## config.mk

```make
export PLATFORM = sky130hd
export DESIGN_NAME = mux_n_pipe_flat
export DESIGN_NICKNAME = d
export VERILOG_FILES = /design/src/rtl/mux_n_pipe_pkg.sv /design/src/rtl/mux_n_pipe_if.sv /design/src/rtl/mux_n_pipe_skid_buf2.sv /design/src/rtl/mux_n_pipe.sv /design/src/flat_wrapper.sv
export SDC_FILE = /design/constraint.sdc
export NUM_CORES = 1
export LEC_CHECK = 0
export CAP_MARGIN = 20
export CORE_ASPECT_RATIO = 1.75
export CORE_MARGIN = 5
export CORE_UTILIZATION = 45
export DETAILED_ROUTE_END_ITERATION = 8
export HOLD_SLACK_MARGIN = 0.15
export PLACE_DENSITY = 0.76
export SYNTH_ARGS = -nofsm -noshare
export SYNTH_HDL_FRONTEND = slang
export SYNTH_SLANG_ARGS = --single-unit
```

## constraint.sdc

```tcl
create_clock -name CLK -period 1.65 [get_ports CLK]
set_clock_uncertainty 0.15 [all_clocks]
set_input_delay 0.165 -clock CLK [delete_from_list [all_inputs] [get_ports CLK]]
set_output_delay 0.165 -clock CLK [all_outputs]
set_load 0.02 [all_outputs]
```

## src/rtl/mux_n_pipe_pkg.sv

```systemverilog
// Shared constants and helpers for the N-input pipelined selector.
package mux_pkg;

  localparam int unsigned MAX_N_IN = 16;
  localparam int unsigned CNT_W    = 16;

  // Smallest r with 2**r >= v; used to validate the select width.
  function automatic int unsigned clog2(input int unsigned v);
    int unsigned r;
    r = 0;
    for (int unsigned i = 0; i < 32; i++) begin
      if ((32'd1 << i) < v) r = i + 1;
    end
    return r;
  endfunction

  // Widest beat record, {err, data}, with data right-aligned.
  localparam int unsigned MAX_WIDTH = 32;
  typedef struct packed {
    logic                 err;
    logic [MAX_WIDTH-1:0] data;
  } mux_beat_t;

endpackage

```

## src/rtl/mux_n_pipe_if.sv

```systemverilog
// Data/handshake bundle between the selector and its neighbours.
interface mux_n_pipe_if #(
  parameter int unsigned WIDTH = 3,
  parameter int unsigned N_IN  = 2,
  parameter int unsigned SEL_W = 1
);

  logic [N_IN*WIDTH-1:0] D;
  logic [SEL_W-1:0]      Sel;
  logic                  In_Valid;
  logic                  In_Ready;
  logic [WIDTH-1:0]      O;
  logic                  O_Err;
  logic                  Out_Valid;
  logic                  Out_Ready;
  logic [15:0]           Beat_Cnt;

  // Environment side: supplies beats and downstream ready.
  modport master (
    output D, Sel, In_Valid, Out_Ready,
    input  In_Ready, O, O_Err, Out_Valid, Beat_Cnt
  );

  // Selector side.
  modport slave (
    input  D, Sel, In_Valid, Out_Ready,
    output In_Ready, O, O_Err, Out_Valid, Beat_Cnt
  );

endinterface

```

## src/rtl/mux_n_pipe_skid_buf2.sv

```systemverilog
// Two-entry valid/ready skid buffer: output register plus one overflow entry,
// with a fully registered upstream ready.
module skid_buf2 #(
  parameter int unsigned W = 4
) (
  input  logic         clk_i,
  input  logic         rst_ni,
  input  logic [W-1:0] in_data_i,
  input  logic         in_valid_i,
  output logic         in_ready_o,
  output logic [W-1:0] out_data_o,
  output logic         out_valid_o,
  input  logic         out_ready_i
);

  logic [W-1:0] out_q, out_d;
  logic         out_valid_q, out_valid_d;
  logic [W-1:0] skid_q, skid_d;
  logic         skid_valid_q, skid_valid_d;
  logic         in_ready_q, in_ready_d;
  logic         in_fire;

  // Next-state: the skid entry always drains ahead of a new input beat.
  always_comb begin
    out_d        = out_q;
    out_valid_d  = out_valid_q;
    skid_d       = skid_q;
    skid_valid_d = skid_valid_q;
    in_fire      = in_valid_i & in_ready_q;

    if (!out_valid_q || out_ready_i) begin
      if (skid_valid_q) begin
        out_d        = skid_q;
        out_valid_d  = 1'b1;
        skid_valid_d = 1'b0;
      end else if (in_fire) begin
        out_d       = in_data_i;
        out_valid_d = 1'b1;
      end else begin
        out_valid_d = 1'b0;
      end
    end else if (in_fire) begin
      skid_d       = in_data_i;
      skid_valid_d = 1'b1;
    end

    in_ready_d = ~skid_valid_d;
  end

  // State registers; reset empties both entries and opens the input.
  always_ff @(posedge clk_i or negedge rst_ni) begin
    if (!rst_ni) begin
      out_q        <= '0;
      out_valid_q  <= 1'b0;
      skid_q       <= '0;
      skid_valid_q <= 1'b0;
      in_ready_q   <= 1'b1;
    end else begin
      out_q        <= out_d;
      out_valid_q  <= out_valid_d;
      skid_q       <= skid_d;
      skid_valid_q <= skid_valid_d;
      in_ready_q   <= in_ready_d;
    end
  end

  assign in_ready_o  = in_ready_q;
  assign out_data_o  = out_q;
  assign out_valid_o = out_valid_q;

endmodule

```

## src/rtl/mux_n_pipe.sv

```systemverilog
// N-input, WIDTH-bit selector with registered output, skid buffering and an
// input-side beat counter.
module mux_n_pipe
  import mux_pkg::*;
#(
  parameter int unsigned WIDTH = 3,
  parameter int unsigned N_IN  = 2,
  parameter int unsigned SEL_W = 1
) (
  input logic         CLK,
  input logic         RST_n,
  mux_n_pipe_if.slave bus
);

  localparam int unsigned BEAT_W = WIDTH + 1;

  typedef struct packed {
    logic             err;
    logic [WIDTH-1:0] data;
  } beat_t;

  // Reject configurations the select field cannot address.
  if (SEL_W < clog2(N_IN) || N_IN > MAX_N_IN || N_IN < 2 || WIDTH > MAX_WIDTH) begin : g_bad_cfg
    $error("mux_n_pipe: illegal WIDTH/N_IN/SEL_W combination");
  end

  beat_t             in_beat;
  beat_t             out_beat;
  logic [CNT_W-1:0]  cnt_q, cnt_d;

  // Select the addressed input; an unmatched select yields data 0, err 1.
  always_comb begin
    in_beat     = '0;
    in_beat.err = 1'b1;
    for (int unsigned k = 0; k < N_IN; k++) begin
      if (bus.Sel == SEL_W'(k)) begin
        in_beat.err  = 1'b0;
        in_beat.data = bus.D[k*WIDTH +: WIDTH];
      end
    end
  end

  skid_buf2 #(
    .W (BEAT_W)
  ) u_skid (
    .clk_i       (CLK),
    .rst_ni      (RST_n),
    .in_data_i   (in_beat),
    .in_valid_i  (bus.In_Valid),
    .in_ready_o  (bus.In_Ready),
    .out_data_o  (out_beat),
    .out_valid_o (bus.Out_Valid),
    .out_ready_i (bus.Out_Ready)
  );

  assign bus.O     = out_beat.data;
  assign bus.O_Err = out_beat.err;

  // Count input handshakes; wraps naturally at the counter width.
  always_comb begin
    cnt_d = cnt_q;
    if (bus.In_Valid && bus.In_Ready) cnt_d = cnt_q + CNT_W'(1);
  end

  // Beat counter register.
  always_ff @(posedge CLK or negedge RST_n) begin
    if (!RST_n) cnt_q <= '0;
    else        cnt_q <= cnt_d;
  end

  assign bus.Beat_Cnt = cnt_q;

endmodule
```

## src/flat_wrapper.sv

```systemverilog
// flat-port wrapper written by rule: the top's interface ports become plain ports
module mux_n_pipe_flat import mux_pkg::*;
#(
  parameter int unsigned WIDTH = 3,
  parameter int unsigned N_IN  = 2,
  parameter int unsigned SEL_W = 1
)
  (CLK, RST_n, bus_D, bus_Sel, bus_In_Valid, bus_Out_Ready, bus_In_Ready, bus_O, bus_O_Err, bus_Out_Valid, bus_Beat_Cnt);
  mux_n_pipe_if #(.WIDTH(WIDTH), .N_IN(N_IN), .SEL_W(SEL_W)) bus_i ();
  input logic CLK;
  input logic RST_n;
  input wire logic [$bits(bus_i.D)-1:0] bus_D;
  input wire logic [$bits(bus_i.Sel)-1:0] bus_Sel;
  input wire logic [$bits(bus_i.In_Valid)-1:0] bus_In_Valid;
  input wire logic [$bits(bus_i.Out_Ready)-1:0] bus_Out_Ready;
  output wire logic [$bits(bus_i.In_Ready)-1:0] bus_In_Ready;
  output wire logic [$bits(bus_i.O)-1:0] bus_O;
  output wire logic [$bits(bus_i.O_Err)-1:0] bus_O_Err;
  output wire logic [$bits(bus_i.Out_Valid)-1:0] bus_Out_Valid;
  output wire logic [$bits(bus_i.Beat_Cnt)-1:0] bus_Beat_Cnt;
  assign bus_i.D = bus_D;
  assign bus_i.Sel = bus_Sel;
  assign bus_i.In_Valid = bus_In_Valid;
  assign bus_i.Out_Ready = bus_Out_Ready;
  assign bus_In_Ready = bus_i.In_Ready;
  assign bus_O = bus_i.O;
  assign bus_O_Err = bus_i.O_Err;
  assign bus_Out_Valid = bus_i.Out_Valid;
  assign bus_Beat_Cnt = bus_i.Beat_Cnt;
  mux_n_pipe #(.WIDTH(WIDTH), .N_IN(N_IN), .SEL_W(SEL_W)) u_core (.CLK(CLK), .RST_n(RST_n), .bus(bus_i));
endmodule
```

# Word-level counts from Yosys, hierarchy flattened
# Index checks and enable logic that the tools add are counted.
word_totals:
  regBits: 27
  latch_bits: 0
  ram_bits: 0
  mem_bits_ro: 0
  inputBits: 11
  output_inout_bits: 22
  wordCells: 23
  memories: 0
classes:
  add_sub_neg: 1
  mul: 0
  n_div: 0
  magnitude_cmp: 0
  n_eq_ne: 0
  shifts: 0
  mux: 7
  bitwise: 3
  reduce_logical: 6
op_table:
  columns: ["operator", "count"]
  rows:
  - ["$add A16 B1 Y16 const B", 1]
  - ["$mux W4", 2]
  - ["$mux W1", 4]
  - ["$reduce_and A2 Y1", 2]
  - ["$mux W3", 1]
  - ["$not A1 Y1", 2]
  - ["$reduce_bool A2 Y1", 1]
  - ["$and A1 B1 Y1", 1]
  - ["$logic_and A1 B1 Y1", 1]
  - ["$logic_not A1 Y1", 1]
  - ["$logic_or A1 B1 Y1", 1]

# Depth between registers and ports, before layout
depth:
  word_depth: 4
  ltp_mapped: 5
  mapped_depth_nobuf: 5

# Hierarchy
# From an unflattened synthesis, not the netlist that was laid out.
unflattened:
  cells_unflattened: 92
  area_unflattened_um2: 1280.0
modules_own_cells:
  columns: ["mod", "n_inst", "cells_per_inst", "area_per_inst_um2", "seq_area_each_um2"]
  rows:
  - ["mux_n_pipe", 1, 61, 764.5, 400.4]
  - ["skid_buf2", 1, 31, 515.5, 276.5]

# Worst setup path before layout
# Ideal clock, no wire load.
synth_timing:
  path_type: "flip-flop to flip-flop"
  from: "register u_core.cnt_q[0] (netlist: u_core.bus.Beat_Cnt[0])"
  to: "register u_core.cnt_q[12] (netlist: u_core.bus.Beat_Cnt[12])"
  setup_time_ns: 0.129
  arrival_ns: 1.374
  required_time_ns: 1.371
  setup_slack_ns: -0.003
  path_stages_with_launch: 6
  n_path_buf: 0
  synth_period_minus_slack_ns: 1.653
  path_cell_list: "dfrtp_1 > ha_1 > nand4_1 > nor3_2 > nand3_1 > xnor2_1"
synth_between:
  elab_chain_len: 1
synth_lines:
  columns: ["element", "line", "text"]
  rows:
  - ["from (decl)", "mux_n_pipe.sv:29", "logic [CNT_W-1:0] cnt_q, cnt_d;"]
  - ["from (signal assigned)", "mux_n_pipe.sv:68", "else cnt_q <= cnt_d;"]
  - ["$add A16 B1 Y16", "mux_n_pipe.sv:62", "if (bus.In_Valid && bus.In_Ready) cnt_d = cnt_q + CNT_W'(1);"]
# No other way between the ends.
# A chain may end at the register's enable or synchronous reset.

# Worst setup path after layout
layout_timing:
  from: "register u_core.cnt_q[14] (netlist: u_core.bus.Beat_Cnt[14])"
  to: "output port bus_Beat_Cnt[14]"
layout_lines:
  columns: ["element", "line", "text"]
  rows:
  - ["to (decl)", "flat_wrapper.sv:20", "output wire logic [$bits(bus_i.Beat_Cnt)-1:0] bus_Beat_Cnt;"]
# No word-level cell between the ends.

==> flow_summary_export.csv <==
group,metric,value,unit
worst_setup_path,timing.rr.start,"u_core.bus.Beat_Cnt[1]",
global_route,track_usage,0.153,
yosys,syn_area,0.00110,mm^2
yosys,synth_warnings,0,
routing,num_vias,888,
routing,drt_wl_total,2.47,mm
yosys,synth_compound_area_frac,0.0501,
worst_setup_path,cp-start-kind,"flop",
timing,rsz0062_at_grt,"false",
timing,finalCritPeriodShare,0.963,
timing,drv_slew,0,
timing,setup_ws,0.0619,ns
yosys,ys_ff_latch,25,
power,irDropWorstVdd,0.000744,V
global_route,antenna_found_initial,0,
finish,num_antenna_cells,0,
yosys,synth_top_area_frac,0.546,
cts,htree_levels,1,
worst_setup_path,crit_buf_inv,1,
power,powerDensity,1210,mW/mm^2
cts,clkTransAtPathRegs,0.09,ns
min_path,min-delay-start,"u_core.bus.Beat_Cnt[15]",
timing,setup_viol,0,
worst_setup_path,cp_data_required_time,1.33,ns
worst_setup_path,critPathCaptureType,"primary output",
routing,drtIter0Drc,16,
place,place_congestion,0.818,
floorplanning,die-width,47.4,um
place,place_area,0.00150,mm^2
yosys,synth.yosys.seq_area_share,0.570,
yosys,synth_area_per_cell,10.9,um^2
yosys,synthTopCellsByArea,"dfrtp_1, xnor2_1, xor2_1",
cts,cts_root_buf,"clkbuf_8",
min_path,hold_path_class,"flop to flop",
worst_setup_path,critPathSlowestCell,"clkdlybuf4s50_1",
worst_setup_path,slowest_delay,0.62,ns
yosys,ys_types,26,
yosys,synth_edf_count,0,
floorplanning,boundaryPins,33,
finish,area_delta_synth_final,42.0,%
outcome,status,"completed",
yosys,synth_top_family_by_area,"simple AND/OR/NAND/NOR gates",
routing,drtPass1Iterations,4,
finish,utilization,0.670,
flow_run,max_cap_viol_count,0,
routing,vias_per_cell,5.25,
timing,fmax,630,MHz
routing,antenna_left,0,
place,dp_hpwl,1.89,mm
floorplanning,dieHeight,75.4,um
yosys,yosysMostFrequentCell,"dfrtp_1",
worst_setup_path,path_max_fanout,3,
yosys,yosysTopAreaCell,"dfrtp_1",
yosys,synth-simple-area-share,0.188,
power,finalPower,1.89,mW
global_route,grt_max_degree,26,
worst_setup_path,cp-startpoint,"u_core.bus.Beat_Cnt[14]",
worst_setup_path,critPathKind,"flop to primary output",
floorplanning,initial_core_util,0.472,
floorplanning,die_area,0.00357,mm^2
cts,cts_sinks,25,
cts,cts_tree,"yes",
yosys,synth_common_cells,"dfrtp_1, nand2_1, xnor2_1",
cts,ctsLongestPathBuffers,2,
place,pre_cts_ws,-0.00905,ns
worst_setup_path,crit_family,"buffers and inverters",
routing,wl_per_cell,14.6,um
timing,tns,0,ns
yosys,yosys.area_share.xor_xnor,0.119,
timing,min_period,1.59,ns
yosys,synth-adder-area-share,0.0114,
finish,drive_above_1_share,0.139,
global_route,globalRoute.totalOverflow,0,
cts,worstSkewPairLatency,0.26,ns
timing,hold_violations,0,
finish,final_nets,157,
global_route,grt_pass1_wl,3.95,mm
yosys,synth_fp_nets,113,
global_route,grt_pass1_vias,924,
floorplanning,core_area,0.00233,mm^2
yosys,synth_flop_cell,"dfrtp_1",
yosys,syn_inst,101,
finish,fin_area,0.00156,mm^2
yosys,async_reset_ff_frac,1.00,
place,numPortBuffers,31,
cts,cts_buffers,3,
yosys,muxShareOfSynthArea,0.0375,
routing,drc_errors,0,
worst_setup_path,critPathArrivalTime,1.27,ns
power,p_leak,0.825,nW
worst_setup_path,crit_chain,"clkdlybuf4s50_1",
floorplanning,fp-row-count,23,
[state kept, by name (all words and copies together), names as in the netlist]
| register | flops |
|---|---|
| u_core.u_skid.skid_q | 3 |
| u_core.bus.Beat_Cnt | 16 |
| u_core.u_skid.skid_valid_q | 1 |
| u_core.u_skid.out_valid_o | 1 |
| u_core.u_skid.out_data_o | 3 |
| u_core.u_skid.in_ready_o | 1 |
[logic make-up after synthesis]
kind of cell,count (synthesis)
buffers and inverters,4
other,1
XOR/XNOR,15
multiplexers,4
flip-flops,25
AND/OR/NAND/NOR,40
adder cells (fa/ha/maj),1
AO/OA/AOI/OAI,11
[power by group]
part           total [mW]  switching (mW)  internal, mW
clock               0.357           0.188         0.169
combinational       0.688           0.357         0.331
sequential          0.845           0.104         0.741
total                1.89           0.650          1.24
[final timing paths]
kind / cells after the start / slack [ns] / endpoint
worst min-delay path: 1 / 0.33 / u_core.bus.Beat_Cnt[15]
min in group asynchronous: 3 / 0.65 / u_core.bus.Beat_Cnt[10]
worst max-delay path: 1 / 0.06 / bus_Beat_Cnt[14]
max in group asynchronous: 3 / 0.41 / u_core.u_skid.in_ready_o
worst max register to register: 5 / 0.08 / u_core.bus.Beat_Cnt[12]
worst min register to register: 1 / 0.33 / u_core.bus.Beat_Cnt[15]
[per-layer routing]
metal,vias to the layer above,track usage,routed length [um]
li1,423,-,-
met1,420,0.167,884
met2,39,0.276,1320
met3,6,0.0165,210
met4,0,0.0769,53
met5,-,0,0
[cells in the final DEF (no fill, tap or decap), types with 2 or more instances in the layout]
cell	n
clkbuf_8	3
nor3_2	2
nor2_1	8
xnor2_1	9
mux2i_1	3
dlygate4sd2_1	7
nand4_1	3
buf_4	10
a21oi_1	3
clkdlybuf4s50_1	18
nand2_1	12
and3_1	2
o21ai_0	7
xor2_1	6
dfrtp_1	23
nand3_1	7
dlymetal6s2s_1	6
[metrics by stage]
stage                     hold WS, ns  instances
after floorplan                -0.281        101
after global placement          0.311        164
after detailed placement        0.319        164
after CTS                       0.337        169
after global routing            0.351        169
final                           0.332        169
[cell type report]
cell class / instances / area (um^2)
clock buffer: 3 / 41.3
inverter: 1 / 3.75
clock inverter: 1 / 5.00
tap: 25 / 31.3
multi-input combinational: 72 / 450
sequential: 25 / 628
timing repair buffer: 42 / 402
fill: 186 / 769
[repair_timing]
action / 4_1_cts / 5_1_grt
resized for setup: 7 / 6
endpoints found under the hold margin: 24 / 0
pin swaps: 0 / 1
endpoints found under the setup margin: 7 / 9
setup buffers: 0 / 0
hold buffers: 1 / 0
Note: power is estimated with default switching activity, not from simulation.
